===== config.mk =====
export PLATFORM = sky130hd
export DESIGN_NAME = axi_mem_tester_flat
export DESIGN_NICKNAME = d
export VERILOG_FILES = /design/src/rtl/axi_mem_tester_if.sv /design/src/rtl/axi_mem_tester.sv /design/src/flat_wrapper.sv
export SDC_FILE = /design/constraint.sdc
export NUM_CORES = 1
export LEC_CHECK = 0
export CAP_MARGIN = 10
export CORE_MARGIN = 5
export CORE_UTILIZATION = 41
export CTS_CLUSTER_SIZE = 40
export DETAILED_ROUTE_END_ITERATION = 12
export DONT_BUFFER_PORTS = 1
export HOLD_SLACK_MARGIN = 0.06
export MAX_ROUTING_LAYER = met4
export SETUP_SLACK_MARGIN = 0.3
export SYNTH_ARGS = -nofsm -noshare
export SYNTH_HDL_FRONTEND = slang
export SYNTH_SLANG_ARGS = --single-unit

===== constraint.sdc =====
create_clock -name clk -period 3 [get_ports clk]
set_input_delay 0.15 -clock clk [delete_from_list [all_inputs] [get_ports clk]]
set_output_delay 0.15 -clock clk [all_outputs]
set_load 0.03 [all_outputs]

===== src/rtl/axi_mem_tester_if.sv =====
// AXI4 master bundle (reduced signal set) between axi_mem_tester and a memory slave.
// The master modport is the tester side; the slave modport is the memory side.
interface axi_mem_tester_if #(
  parameter int unsigned AXI_IDWIDTH = 4,
  parameter int unsigned AXI_AWIDTH  = 64,
  parameter int unsigned AXI_DWIDTH  = 64
);
  logic                    awready;
  logic                    awvalid;
  logic [AXI_AWIDTH-1:0]   awaddr;
  logic [7:0]              awlen;
  logic [AXI_IDWIDTH-1:0]  awid;

  logic                    wready;
  logic                    wvalid;
  logic                    wlast;
  logic [AXI_DWIDTH-1:0]   wdata;
  logic [AXI_DWIDTH/8-1:0] wstrb;

  logic                    bready;
  logic                    bvalid;
  logic [AXI_IDWIDTH-1:0]  bid;
  logic [1:0]              bresp;

  logic                    arready;
  logic                    arvalid;
  logic [AXI_AWIDTH-1:0]   araddr;
  logic [7:0]              arlen;
  logic [AXI_IDWIDTH-1:0]  arid;

  logic                    rready;
  logic                    rvalid;
  logic                    rlast;
  logic [AXI_DWIDTH-1:0]   rdata;
  logic [AXI_IDWIDTH-1:0]  rid;
  logic [1:0]              rresp;

  modport master (
    input  awready, output awvalid, awaddr, awlen, awid,
    input  wready,  output wvalid, wlast, wdata, wstrb,
    output bready,  input  bvalid, bid, bresp,
    input  arready, output arvalid, araddr, arlen, arid,
    output rready,  input  rvalid, rlast, rdata, rid, rresp
  );

  modport slave (
    output awready, input  awvalid, awaddr, awlen, awid,
    output wready,  input  wvalid, wlast, wdata, wstrb,
    input  bready,  output bvalid, bid, bresp,
    output arready, input  arvalid, araddr, arlen, arid,
    input  rready,  output rvalid, rlast, rdata, rid, rresp
  );
endinterface


===== src/rtl/axi_mem_tester.sv =====
// AXI4 memory self-test master: writes a seeded word-index pattern in INCR bursts over a region,
// reads it back, and reports error count and the byte address of the first error.
module axi_mem_tester #(
  parameter int unsigned           AXI_IDWIDTH = 4,
  parameter int unsigned           AXI_AWIDTH  = 64,
  parameter int unsigned           AXI_DWIDTH  = 64,
  parameter int unsigned           BURST_LEN   = 16,
  parameter int unsigned           NUM_BURSTS  = 64,
  parameter logic [AXI_AWIDTH-1:0] BASE_ADDR   = '0
) (
  input  logic                  clk,
  input  logic                  rstn,
  input  logic                  i_start,
  input  logic [31:0]           i_seed,
  output logic                  o_busy,
  output logic                  o_done,
  output logic                  o_pass,
  output logic [15:0]           o_err_cnt,
  output logic [AXI_AWIDTH-1:0] o_first_err_addr,
  axi_mem_tester_if.master      m_axi
);

  localparam int unsigned BEAT_BYTES  = AXI_DWIDTH / 8;
  localparam int unsigned BURST_BYTES = BURST_LEN * BEAT_BYTES;
  localparam int unsigned NREP        = AXI_DWIDTH / 32;
  localparam int unsigned KW          = (NUM_BURSTS > 1) ? $clog2(NUM_BURSTS) : 1;
  localparam logic [7:0]    LAST_BEAT = 8'(BURST_LEN - 1);
  localparam logic [KW-1:0] LAST_K    = KW'(NUM_BURSTS - 1);

  typedef enum logic [2:0] {
    StIdle, StWrAddr, StWrData, StWrResp, StRdAddr, StRdData, StDone
  } state_e;

  state_e r_state, w_state_d;

  logic [31:0]           r_seed;
  logic [KW-1:0]         r_k;
  logic [7:0]            r_beat;
  logic [31:0]           r_word;
  logic [AXI_AWIDTH-1:0] r_addr;
  logic [15:0]           r_err_cnt;
  logic [AXI_AWIDTH-1:0] r_first_err_addr;

  logic r_awvalid, r_wvalid, r_bready, r_arvalid, r_rready, r_busy, r_done;
  logic w_awvalid_d, w_wvalid_d, w_bready_d, w_arvalid_d, w_rready_d, w_busy_d, w_done_d;

  logic                  w_start;
  logic                  w_aw_hs, w_w_hs, w_b_hs, w_ar_hs, w_r_hs;
  logic                  w_last_beat, w_last_k, w_burst_end;
  logic [AXI_DWIDTH-1:0] w_pattern;
  logic                  w_b_err, w_r_err, w_err;
  logic [AXI_AWIDTH-1:0] w_err_addr;

  assign w_start     = i_start && (r_state == StIdle || r_state == StDone);
  assign w_aw_hs     = r_awvalid && m_axi.awready;
  assign w_w_hs      = r_wvalid && m_axi.wready;
  assign w_b_hs      = r_bready && m_axi.bvalid;
  assign w_ar_hs     = r_arvalid && m_axi.arready;
  assign w_r_hs      = r_rready && m_axi.rvalid;
  assign w_last_beat = (r_beat == LAST_BEAT);
  assign w_last_k    = (r_k == LAST_K);
  assign w_burst_end = w_b_hs || (w_r_hs && w_last_beat);

  // r_word is the running word index, so the pattern is a pure function of registers.
  assign w_pattern = {NREP{r_seed}} ^ AXI_DWIDTH'(r_word);

  assign w_b_err = w_b_hs && (m_axi.bresp != 2'b00 || m_axi.bid != '0);
  assign w_r_err = w_r_hs && (m_axi.rdata != w_pattern || m_axi.rresp != 2'b00 ||
                              m_axi.rid != '0 || m_axi.rlast != w_last_beat);
  assign w_err   = w_b_err || w_r_err;
  assign w_err_addr = w_r_err ? r_addr + AXI_AWIDTH'(r_beat) * AXI_AWIDTH'(BEAT_BYTES) : r_addr;

  always_ff @(posedge clk or negedge rstn) begin
    if (!rstn) begin
      r_state   <= StIdle;
      r_awvalid <= 1'b0;
      r_wvalid  <= 1'b0;
      r_bready  <= 1'b0;
      r_arvalid <= 1'b0;
      r_rready  <= 1'b0;
      r_busy    <= 1'b0;
      r_done    <= 1'b0;
    end else begin
      r_state   <= w_state_d;
      r_awvalid <= w_awvalid_d;
      r_wvalid  <= w_wvalid_d;
      r_bready  <= w_bready_d;
      r_arvalid <= w_arvalid_d;
      r_rready  <= w_rready_d;
      r_busy    <= w_busy_d;
      r_done    <= w_done_d;
    end
  end

  always_comb begin
    w_state_d = r_state;
    unique case (r_state)
      StIdle, StDone: if (i_start) w_state_d = StWrAddr;
      StWrAddr:       if (w_aw_hs) w_state_d = StWrData;
      StWrData:       if (w_w_hs && w_last_beat) w_state_d = StWrResp;
      StWrResp:       if (w_b_hs) w_state_d = w_last_k ? StRdAddr : StWrAddr;
      StRdAddr:       if (w_ar_hs) w_state_d = StRdData;
      StRdData:       if (w_r_hs && w_last_beat) w_state_d = w_last_k ? StDone : StRdAddr;
      default:        w_state_d = StIdle;
    endcase
  end

  // Output flags are decoded from the next state and registered, so they change only on edges.
  always_comb begin
    w_awvalid_d = (w_state_d == StWrAddr);
    w_wvalid_d  = (w_state_d == StWrData);
    w_bready_d  = (w_state_d == StWrResp);
    w_arvalid_d = (w_state_d == StRdAddr);
    w_rready_d  = (w_state_d == StRdData);
    w_done_d    = (w_state_d == StDone);
    w_busy_d    = !(w_state_d == StIdle || w_state_d == StDone);
  end

  always_ff @(posedge clk or negedge rstn) begin
    if (!rstn) begin
      r_seed           <= '0;
      r_k              <= '0;
      r_beat           <= '0;
      r_word           <= '0;
      r_addr           <= '0;
      r_err_cnt        <= '0;
      r_first_err_addr <= '0;
    end else if (w_start) begin
      r_seed           <= i_seed;
      r_k              <= '0;
      r_beat           <= '0;
      r_word           <= '0;
      r_addr           <= BASE_ADDR;
      r_err_cnt        <= '0;
      r_first_err_addr <= '0;
    end else begin
      if (w_aw_hs || w_ar_hs) r_beat <= '0;
      if (w_w_hs || w_r_hs) begin
        r_beat <= r_beat + 8'd1;
        r_word <= r_word + 32'd1;
      end
      if (w_burst_end) begin
        if (w_last_k) begin
          r_k    <= '0;
          r_addr <= BASE_ADDR;
          r_word <= '0;
        end else begin
          r_k    <= r_k + KW'(1);
          r_addr <= r_addr + AXI_AWIDTH'(BURST_BYTES);
        end
      end
      if (w_err) begin
        if (r_err_cnt != 16'hFFFF) r_err_cnt <= r_err_cnt + 16'd1;
        if (r_err_cnt == 16'd0) r_first_err_addr <= w_err_addr;
      end
    end
  end

  assign m_axi.awvalid = r_awvalid;
  assign m_axi.awaddr  = r_addr;
  assign m_axi.awlen   = LAST_BEAT;
  assign m_axi.awid    = '0;
  assign m_axi.wvalid  = r_wvalid;
  assign m_axi.wlast   = w_last_beat;
  assign m_axi.wdata   = w_pattern;
  assign m_axi.wstrb   = '1;
  assign m_axi.bready  = r_bready;
  assign m_axi.arvalid = r_arvalid;
  assign m_axi.araddr  = r_addr;
  assign m_axi.arlen   = LAST_BEAT;
  assign m_axi.arid    = '0;
  assign m_axi.rready  = r_rready;

  assign o_busy           = r_busy;
  assign o_done           = r_done;
  assign o_pass           = r_done && (r_err_cnt == 16'd0);
  assign o_err_cnt        = r_err_cnt;
  assign o_first_err_addr = r_first_err_addr;

endmodule

===== src/flat_wrapper.sv =====
// flat-port wrapper written by rule: the top's interface ports become plain ports
module axi_mem_tester_flat 
#(
  parameter int unsigned           AXI_IDWIDTH = 4,
  parameter int unsigned           AXI_AWIDTH  = 64,
  parameter int unsigned           AXI_DWIDTH  = 64,
  parameter int unsigned           BURST_LEN   = 16,
  parameter int unsigned           NUM_BURSTS  = 64,
  parameter logic [AXI_AWIDTH-1:0] BASE_ADDR   = '0
)
  (clk, rstn, i_start, i_seed, o_busy, o_done, o_pass, o_err_cnt, o_first_err_addr, m_axi_awready, m_axi_awvalid, m_axi_awaddr, m_axi_awlen, m_axi_awid, m_axi_wready, m_axi_wvalid, m_axi_wlast, m_axi_wdata, m_axi_wstrb, m_axi_bready, m_axi_bvalid, m_axi_bid, m_axi_bresp, m_axi_arready, m_axi_arvalid, m_axi_araddr, m_axi_arlen, m_axi_arid, m_axi_rready, m_axi_rvalid, m_axi_rlast, m_axi_rdata, m_axi_rid, m_axi_rresp);
  axi_mem_tester_if #(.AXI_IDWIDTH(AXI_IDWIDTH), .AXI_AWIDTH(AXI_AWIDTH), .AXI_DWIDTH(AXI_DWIDTH)) m_axi_i ();
  input  logic clk;
  input  logic rstn;
  input  logic i_start;
  input  logic [31:0] i_seed;
  output logic o_busy;
  output logic o_done;
  output logic o_pass;
  output logic [15:0] o_err_cnt;
  output logic [AXI_AWIDTH-1:0] o_first_err_addr;
  input wire logic [$bits(m_axi_i.awready)-1:0] m_axi_awready;
  output wire logic [$bits(m_axi_i.awvalid)-1:0] m_axi_awvalid;
  output wire logic [$bits(m_axi_i.awaddr)-1:0] m_axi_awaddr;
  output wire logic [$bits(m_axi_i.awlen)-1:0] m_axi_awlen;
  output wire logic [$bits(m_axi_i.awid)-1:0] m_axi_awid;
  input wire logic [$bits(m_axi_i.wready)-1:0] m_axi_wready;
  output wire logic [$bits(m_axi_i.wvalid)-1:0] m_axi_wvalid;
  output wire logic [$bits(m_axi_i.wlast)-1:0] m_axi_wlast;
  output wire logic [$bits(m_axi_i.wdata)-1:0] m_axi_wdata;
  output wire logic [$bits(m_axi_i.wstrb)-1:0] m_axi_wstrb;
  output wire logic [$bits(m_axi_i.bready)-1:0] m_axi_bready;
  input wire logic [$bits(m_axi_i.bvalid)-1:0] m_axi_bvalid;
  input wire logic [$bits(m_axi_i.bid)-1:0] m_axi_bid;
  input wire logic [$bits(m_axi_i.bresp)-1:0] m_axi_bresp;
  input wire logic [$bits(m_axi_i.arready)-1:0] m_axi_arready;
  output wire logic [$bits(m_axi_i.arvalid)-1:0] m_axi_arvalid;
  output wire logic [$bits(m_axi_i.araddr)-1:0] m_axi_araddr;
  output wire logic [$bits(m_axi_i.arlen)-1:0] m_axi_arlen;
  output wire logic [$bits(m_axi_i.arid)-1:0] m_axi_arid;
  output wire logic [$bits(m_axi_i.rready)-1:0] m_axi_rready;
  input wire logic [$bits(m_axi_i.rvalid)-1:0] m_axi_rvalid;
  input wire logic [$bits(m_axi_i.rlast)-1:0] m_axi_rlast;
  input wire logic [$bits(m_axi_i.rdata)-1:0] m_axi_rdata;
  input wire logic [$bits(m_axi_i.rid)-1:0] m_axi_rid;
  input wire logic [$bits(m_axi_i.rresp)-1:0] m_axi_rresp;
  assign m_axi_i.awready = m_axi_awready;
  assign m_axi_awvalid = m_axi_i.awvalid;
  assign m_axi_awaddr = m_axi_i.awaddr;
  assign m_axi_awlen = m_axi_i.awlen;
  assign m_axi_awid = m_axi_i.awid;
  assign m_axi_i.wready = m_axi_wready;
  assign m_axi_wvalid = m_axi_i.wvalid;
  assign m_axi_wlast = m_axi_i.wlast;
  assign m_axi_wdata = m_axi_i.wdata;
  assign m_axi_wstrb = m_axi_i.wstrb;
  assign m_axi_bready = m_axi_i.bready;
  assign m_axi_i.bvalid = m_axi_bvalid;
  assign m_axi_i.bid = m_axi_bid;
  assign m_axi_i.bresp = m_axi_bresp;
  assign m_axi_i.arready = m_axi_arready;
  assign m_axi_arvalid = m_axi_i.arvalid;
  assign m_axi_araddr = m_axi_i.araddr;
  assign m_axi_arlen = m_axi_i.arlen;
  assign m_axi_arid = m_axi_i.arid;
  assign m_axi_rready = m_axi_i.rready;
  assign m_axi_i.rvalid = m_axi_rvalid;
  assign m_axi_i.rlast = m_axi_rlast;
  assign m_axi_i.rdata = m_axi_rdata;
  assign m_axi_i.rid = m_axi_rid;
  assign m_axi_i.rresp = m_axi_rresp;
  axi_mem_tester #(.AXI_IDWIDTH(AXI_IDWIDTH), .AXI_AWIDTH(AXI_AWIDTH), .AXI_DWIDTH(AXI_DWIDTH), .BURST_LEN(BURST_LEN), .NUM_BURSTS(NUM_BURSTS), .BASE_ADDR(BASE_ADDR)) u_core (.clk(clk), .rstn(rstn), .i_start(i_start), .i_seed(i_seed), .o_busy(o_busy), .o_done(o_done), .o_pass(o_pass), .o_err_cnt(o_err_cnt), .o_first_err_addr(o_first_err_addr), .m_axi(m_axi_i));
endmodule

==> results.py, run 1 <==
metrics = {
    "sta": {
        "timing.hold.ws_ns": -0.6981,
        "fmax_mhz": 350.0,
        "finalSetupViolations": 0,
        "grt_setup_unrepaired": "yes",
        "maxSlewViolCount": 0,
        "tightest_slew_ns": 0.8050,
        "timing_hold_violations_final": 223,
        "fin_worst_skew_ns": 0.01491,
        "finalCritPeriodShare_pct": 95.24,
        "relSlewSlack_pct": 46.34,
        "timing.final.crit_period_ns": 2.857,
    },
    "logic_synthesis": {
        "synth.area.top_cells": "sky130_fd_sc_hd__dfrtp_1 41%, sky130_fd_sc_hd__xor2_1 7.7%, sky130_fd_sc_hd__nand2_1 6.3%, sky130_fd_sc_hd__buf_4 5.8%, sky130_fd_sc_hd__o21ai_0 4.4%",
        "yosysSeqAreaShare_pct": 40.77,
        "ys.warnings.count": 0,
        "synth.avg_cell_area_um2": 8.713,
        "syn-cell-area_um2": 13690,
        "postSynthRegisterBits": 223,
        "synth.most_common_cell": "sky130_fd_sc_hd__nand2_1",
        "synth_top_cells_by_count": "231 x sky130_fd_sc_hd__nand2_1, 223 x sky130_fd_sc_hd__dfrtp_1, 127 x sky130_fd_sc_hd__nor2_1",
        "cells_after_synthesis": 1571,
        "ys.flop_type": "sky130_fd_sc_hd__dfrtp_1",
        "synth-edff-count": 0,
        "synth_cell_types": 61,
        "fraction_of_registers_with_async_set_reset_pct": 100.0,
        "netlist.area_leader.share_pct": 40.77,
        "synthDominantAreaCellType": "sky130_fd_sc_hd__dfrtp_1",
    },
    "placement": {
        "port_buffers": 0,
        "post-place-cells": 2068,
        "place_hpwl_um": 38050,
        "gp_congestion": 0.9531,
        "dpl_cell_area_um2": 14950,
    },
    "critical_path": {
        "r2r_slack_ns": 0.14,
        "worst_setup_path_start_kind": "flop",
        "reg2reg_from": "u_core.r_beat[5]",
        "critical_path_class": "flop to flop",
        "timing.critical_path.to_type": "flop",
        "critical-path-top-delay-family": "simple AND/OR/NAND/NOR gates",
        "slowest_stage": "sky130_fd_sc_hd__or4_4",
        "cp.required_ns": 3.43,
        "max_stage_delay_ns": 0.59,
        "cp_max_fo": 10,
        "crit_start": "u_core.r_beat[5]",
        "crit_path_cell_trace": "or4_4, o21ai_2, nand4b_1, nor4_4, buf_6, buf_4, a311oi_2, buf_12, nand3_1, xor2_2, a21oi_1",
        "cp_num_buf_inv": 3,
        "cp.arrival_ns": 3.28,
    },
    "cts": {
        "hold_buffers": 35,
        "worst_skew_late_latency_ns": 0.55,
        "clk_path_buf_depth": 3,
        "clk_pin_slew_worst_paths_ns": 0.06,
        "clock_tree_from_tritoncts": "done",
        "root_buffer": "sky130_fd_sc_hd__clkbuf_16",
        "cts-htree-levels": 1,
        "cts_sinks": 223,
        "clock_buffer_count_from_cts": 28,
    },
    "power": {
        "power_per_cell_area_nw_per_um2": 783.6,
        "total_switching_power_w": 0.005624,
        "clock_power_share_pct": 26.5,
        "part_of_the_total_power_dissipated_in_sequential_elements_pct": 35.5,
        "p_int_w": 0.007413,
        "power_frac_comb_pct": 38.0,
        "static-leakage-power_nw": 7.410,
        "max-vdd-ir-drop_mv": 0.5924,
        "switching_share_pct": 43.14,
    },
    "global_route": {
        "antenna_violations_before_repair": 1,
        "grt_pass1_wl_um": 76240,
        "grt_overflow_total": 0,
        "largest_net_degree_at_the_start_of_global_routing": 224,
        "globalRouteTotalUtil_pct": 27.44,
        "grt_pass1_vias": 12058,
    },
    "cells_and_area": {
        "register_area_um2": 5593,
        "final_layout_size_suffix_gt1_share_pct": 19.09,
        "final_design_area_no_fill_um2": 16640,
        "final_cell_count_without_fillers": 2166,
        "num_antenna_cells": 0,
        "fillerInstances": 3177,
        "areaGrowthSynthToFinish_pct": 21.55,
        "final_net_count": 1825,
        "multi_input_area_um2": 7422,
    },
    "routing": {
        "route.detailed.drc": 0,
        "total_vias_in_the_final_route": 12317,
        "wl_per_cell_um": 23.78,
        "dr.pass1.iters": 7,
        "final_antenna_net_count": 0,
        "first_iter_violations": 1041,
        "post_drt_via_cell_ratio": 5.687,
        "postRouteWirelength_um": 51510,
    },
    "floorplan": {
        "coreArea_um2": 33280,
        "placement_rows": 67,
        "fp.dieArea_um2": 37140,
        "initial_core_utilization_pct": 41.13,
        "die-width_um": 192.7,
        "ios": 430,
        "floorplan.die.height_um": 192.7,
    },
    "min_path": {
        "worstHoldPathType": "input pin to async pin",
    },
    "run_status": {
        "run_status": "finished with violations",
        "violations": "negative hold slack",
    },
    "flow_run": {
        "maxCapViolations": 0,
    },
}
==> stage by stage <==
stage	TNS [ns]	util (%)	setup WS (ns)	total power [W]
floorplan	0	-	0.3153	0.007616
global placement	-11.03	44.92	-0.2422	0.009413
detailed placement	-15.01	44.92	-0.3051	0.009445
CTS	0	49.46	0.1081	0.01306
global route	0	49.99	0.06301	0.01358
finish	0	49.99	0.1429	0.01304
==> area by class of cell <==
class / instances / share of cell area [%]
Multi-Input combinational cell: 1188 / 44.61
Sequential cell: 223 / 33.61
Timing Repair Buffer: 241 / 12.45
Clock buffer: 42 / 5.016
Tap cell: 448 / 3.369
Clock inverter: 9 / 0.6016
Inverter: 15 / 0.3384
==> placed cells by master (no fill, tap or decap), types with 24 or more instances in the layout <==
cell / n
sky130_fd_sc_hd__xnor2_1: 53
sky130_fd_sc_hd__xor2_1: 104
sky130_fd_sc_hd__buf_4: 184
sky130_fd_sc_hd__nor2_1: 120
sky130_fd_sc_hd__nand2_1: 227
sky130_fd_sc_hd__conb_1: 47
sky130_fd_sc_hd__o21ai_0: 108
sky130_fd_sc_hd__dfrtp_1: 215
sky130_fd_sc_hd__a21oi_1: 72
sky130_fd_sc_hd__nand4_1: 53
sky130_fd_sc_hd__and3_1: 24
sky130_fd_sc_hd__clkbuf_16: 30
sky130_fd_sc_hd__nand3_1: 74
sky130_fd_sc_hd__dlygate4sd3_1: 35
sky130_fd_sc_hd__nor3_1: 29
==> kinds of logic after synthesis <==
logic type	synth area share (%)
buf+inv	9.022
compound gates	12.26
mux	0.2285
other cells	0.05487
xor+xnor	13.77
fa+ha+maj	1.005
simple gates	22.90
flops	40.77
==> final timing paths <==
| path | to | cells past startpoint |
|---|---|---|
| setup / recovery | u_core.o_first_err_addr[49] | 11 |
| hold / removal | u_core.o_first_err_addr[2] | 0 |
| setup reg to reg | u_core.o_first_err_addr[49] | 11 |
| hold reg to reg | u_core.r_k[0] | 1 |
| max in group asynchronous | u_core.r_seed[10] | 0 |
| min in group clk | u_core.r_word[1] | 4 |
==> power by group through the flow <==
| stage | sequential (W) | clock (W) | combinational, W |
|---|---|---|---|
| 2_1_floorplan | 0.00497 | 0 | 0.00265 |
| 3_3_place_gp | 0.00467 | 0 | 0.00475 |
| 3_5_place_dp | 0.00467 | 0 | 0.00477 |
| 4_1_cts | 0.00463 | 0.00351 | 0.00491 |
| 5_1_grt | 0.00467 | 0.00362 | 0.00528 |
| 6_report | 0.00462 | 0.00346 | 0.00495 |
==> what timing repair did <==
item,in CTS,in global routing
hold endpoints to repair,263,223
setup endpoints to repair,100,88
pin swaps,6,18
resized for setup,37,39
setup buffers,5,4
cloned,1,2
==> routing by layer <==
metal	GRT usage, %	part of all wire, %	vias up
li1	-	-	5565
met1	33.76	39	6001
met2	46.54	50	635
met3	4.577	7.8	116
met4	8.201	3.8	0
met5	-	0	-
==> registers in the layout (all words and copies together) (netlist names), 3 cells and up <==
register	flops
u_core.r_seed	32
u_core.o_err_cnt	16
u_core.r_k	6
u_core.o_first_err_addr	62
u_core.r_word	32
u_core.r_state	3
u_core.r_beat	8
u_core.m_axi.araddr	57
Note: power is estimated with default switching activity, not from simulation.
==> run 2, diff against run 1 <==
--- a/config.mk
+++ b/config.mk
@@ -13,6 +13,7 @@
 export DONT_BUFFER_PORTS = 1
 export HOLD_SLACK_MARGIN = 0.06
 export MAX_ROUTING_LAYER = met4
+export RECOVER_POWER = 50
 export SETUP_SLACK_MARGIN = 0.3
 export SYNTH_ARGS = -nofsm -noshare
 export SYNTH_HDL_FRONTEND = slang
==> results.py, run 2 (synthesis gave the netlist of run 1 again) <==
metrics = {
    "run_status": {
        "run_status": "finished with violations",
        "violations": "negative hold slack",
    },
    "floorplan": {
        "die-width_um": 192.7,
        "coreArea_um2": 33280,
        "placement_rows": 67,
        "ios": 430,
        "initial_core_utilization_pct": 41.13,
        "floorplan.die.height_um": 192.7,
        "fp.dieArea_um2": 37140,
    },
    "sta": {
        "timing.hold.ws_ns": -0.6950,
        "relSlewSlack_pct": 28.76,
        "worst_slack_ns": 0.1498,
        "timing.final.crit_period_ns": 2.850,
        "tightest_slew_ns": 1.069,
        "fmax_mhz": 350.8,
        "finalCritPeriodShare_pct": 95.01,
        "fin_worst_skew_ns": 0.01505,
        "grt_setup_unrepaired": "yes",
        "finalSetupViolations": 0,
        "timing_hold_violations_final": 223,
        "maxSlewViolCount": 0,
    },
    "critical_path": {
        "critical_path_class": "flop to flop",
        "cp_max_fo": 10,
        "cp.arrival_ns": 3.27,
        "max_stage_delay_ns": 0.59,
        "critical-path-top-delay-family": "simple AND/OR/NAND/NOR gates",
        "worst_setup_path_start_kind": "flop",
        "timing.critical_path.to_type": "flop",
        "r2r_slack_ns": 0.15,
        "worst-r2r-cell-count": 11,
        "crit_path_cell_trace": "or4_4, o21ai_2, nand4b_1, nor4_4, buf_6, buf_4, a311oi_2, buf_12, nand3_1, xor2_2, a21oi_1",
        "slowest_stage": "sky130_fd_sc_hd__or4_4",
        "cp.required_ns": 3.42,
        "reg2reg_from": "u_core.r_beat[5]",
        "critical_path.reg2reg.endpoint": "u_core.o_first_err_addr[49]",
        "cp_num_buf_inv": 3,
    },
    "cells_and_area": {
        "final_net_count": 1825,
        "layout_commonest_cell": "sky130_fd_sc_hd__nand2_1",
        "final_cell_count_without_fillers": 2166,
        "most-common-layout-cells": "227 x sky130_fd_sc_hd__nand2_1, 215 x sky130_fd_sc_hd__dfrtp_1, 155 x sky130_fd_sc_hd__buf_4, 120 x sky130_fd_sc_hd__nor2_1, 108 x sky130_fd_sc_hd__o21ai_0",
        "fillerInstances": 3203,
        "final_design_area_no_fill_um2": 16530,
        "largest_reg_flops": 62,
        "areaGrowthSynthToFinish_pct": 20.76,
        "final_layout_size_suffix_gt1_share_pct": 17.40,
        "num_antenna_cells": 0,
    },
    "cts": {
        "clk_pin_slew_worst_paths_ns": 0.06,
        "cts_sinks": 223,
        "worst_skew_late_latency_ns": 0.55,
        "clk_path_buf_depth": 3,
        "clock_buffer_count_from_cts": 28,
        "cts-htree-levels": 1,
        "root_buffer": "sky130_fd_sc_hd__clkbuf_16",
        "hold_buffers": 35,
        "clock_tree_from_tritoncts": "done",
    },
    "global_route": {
        "global_route.usage.met3_pct": 4.577,
        "top_usage_layer": "met2",
        "globalRouteTotalUtil_pct": 27.44,
        "grt_pass1_wl_um": 76240,
        "grt_met2_usage_pct": 46.54,
        "grt_pass1_vias": 12058,
        "grt_use_met1_pct": 33.76,
        "grt_overflow_total": 0,
        "antenna_violations_before_repair": 1,
        "largest_net_degree_at_the_start_of_global_routing": 224,
    },
    "routing": {
        "final_antenna_net_count": 0,
        "dr.pass1.iters": 6,
        "route.detailed.drc": 0,
        "first_iter_violations": 1031,
        "postRouteWirelength_um": 51570,
        "wl_per_cell_um": 23.81,
        "total_vias_in_the_final_route": 12274,
        "post_drt_via_cell_ratio": 5.667,
    },
    "flow_run": {
        "maxCapViolations": 0,
    },
    "placement": {
        "port_buffers": 0,
        "dpl_cell_area_um2": 14950,
        "post-place-cells": 2068,
        "gp_congestion": 0.9531,
        "place_hpwl_um": 38050,
        "post_placement_worst_setup_slack_ns": -0.3051,
    },
    "min_path": {
        "worstHoldPathType": "input pin to async pin",
    },
    "power": {
        "power_after_layout_w": 0.01300,
        "power_per_cell_area_nw_per_um2": 786.5,
        "max-vdd-ir-drop_mv": 0.5788,
        "static-leakage-power_nw": 7.289,
    },
}
==> run 2: changes by cell type in the layout (fill, tap and decap cells not counted), sizes merged <==
| cell | delta |
|---|---|
| buf | -29 |
| clkbuf | +29 |
==> run 2: per-stage QoR <==
stage	setup TNS, ns	util [%]
floorplan	0	-
global placement	-11.03	44.92
detailed placement	-15.01	44.92
CTS	0	49.46
global route	0	49.67
finish	0	49.67
==> run 2: cell type report <==
type                            instances  area, um2  share of cell area [%]
Timing Repair Buffer                  241       1963                   11.88
Multi-Input combinational cell       1188       7422                   44.90
Inverter                               15      56.30                  0.3406
Tap cell                              448      560.5                   3.391
Sequential cell                       223       5593                   33.84
Clock buffer                           42      834.6                   5.049
Clock inverter                          9      100.1                  0.6056
==> run 2: per-layer routing <==
metal,up-vias,share of wire [%]
li1,5561,-
met1,5980,39
met2,626,50
met3,107,8.2
met4,0,3.6
met5,-,0
==> run 2: where the power goes <==
group          leakage, nW  total (W)  internal, W  switching (W)
combinational         3.82    0.00492      0.00176        0.00315
sequential            3.01    0.00463      0.00353        0.00110
clock                0.457    0.00346      0.00208        0.00138
==> run 2: how the worst max path moves through the flow <==
stage                                        from  slack, ns  cells past startpoint                     endpoint
after floorplan                 u_core.r_seed[27]       0.32                      9  u_core.o_first_err_addr[25]
after global placement           u_core.r_beat[7]      -0.24                     10  u_core.o_first_err_addr[28]
after detailed placement         u_core.r_beat[7]      -0.31                      9  u_core.o_first_err_addr[34]
after CTS                       u_core.r_seed[22]       0.11                     11  u_core.o_first_err_addr[28]
after global routing      u_core.m_axi.araddr[30]       0.05                      9  u_core.o_first_err_addr[42]
final                            u_core.r_beat[5]       0.15                     11  u_core.o_first_err_addr[49]
==> run 2: timing repair <==
action | CTS | global route
setup endpoints to repair | 100 | 88
hold endpoints to repair | 263 | 223
setup buffers | 5 | 4
resized for setup | 37 | 39
pin swaps | 6 | 18
gates cloned | 1 | 2
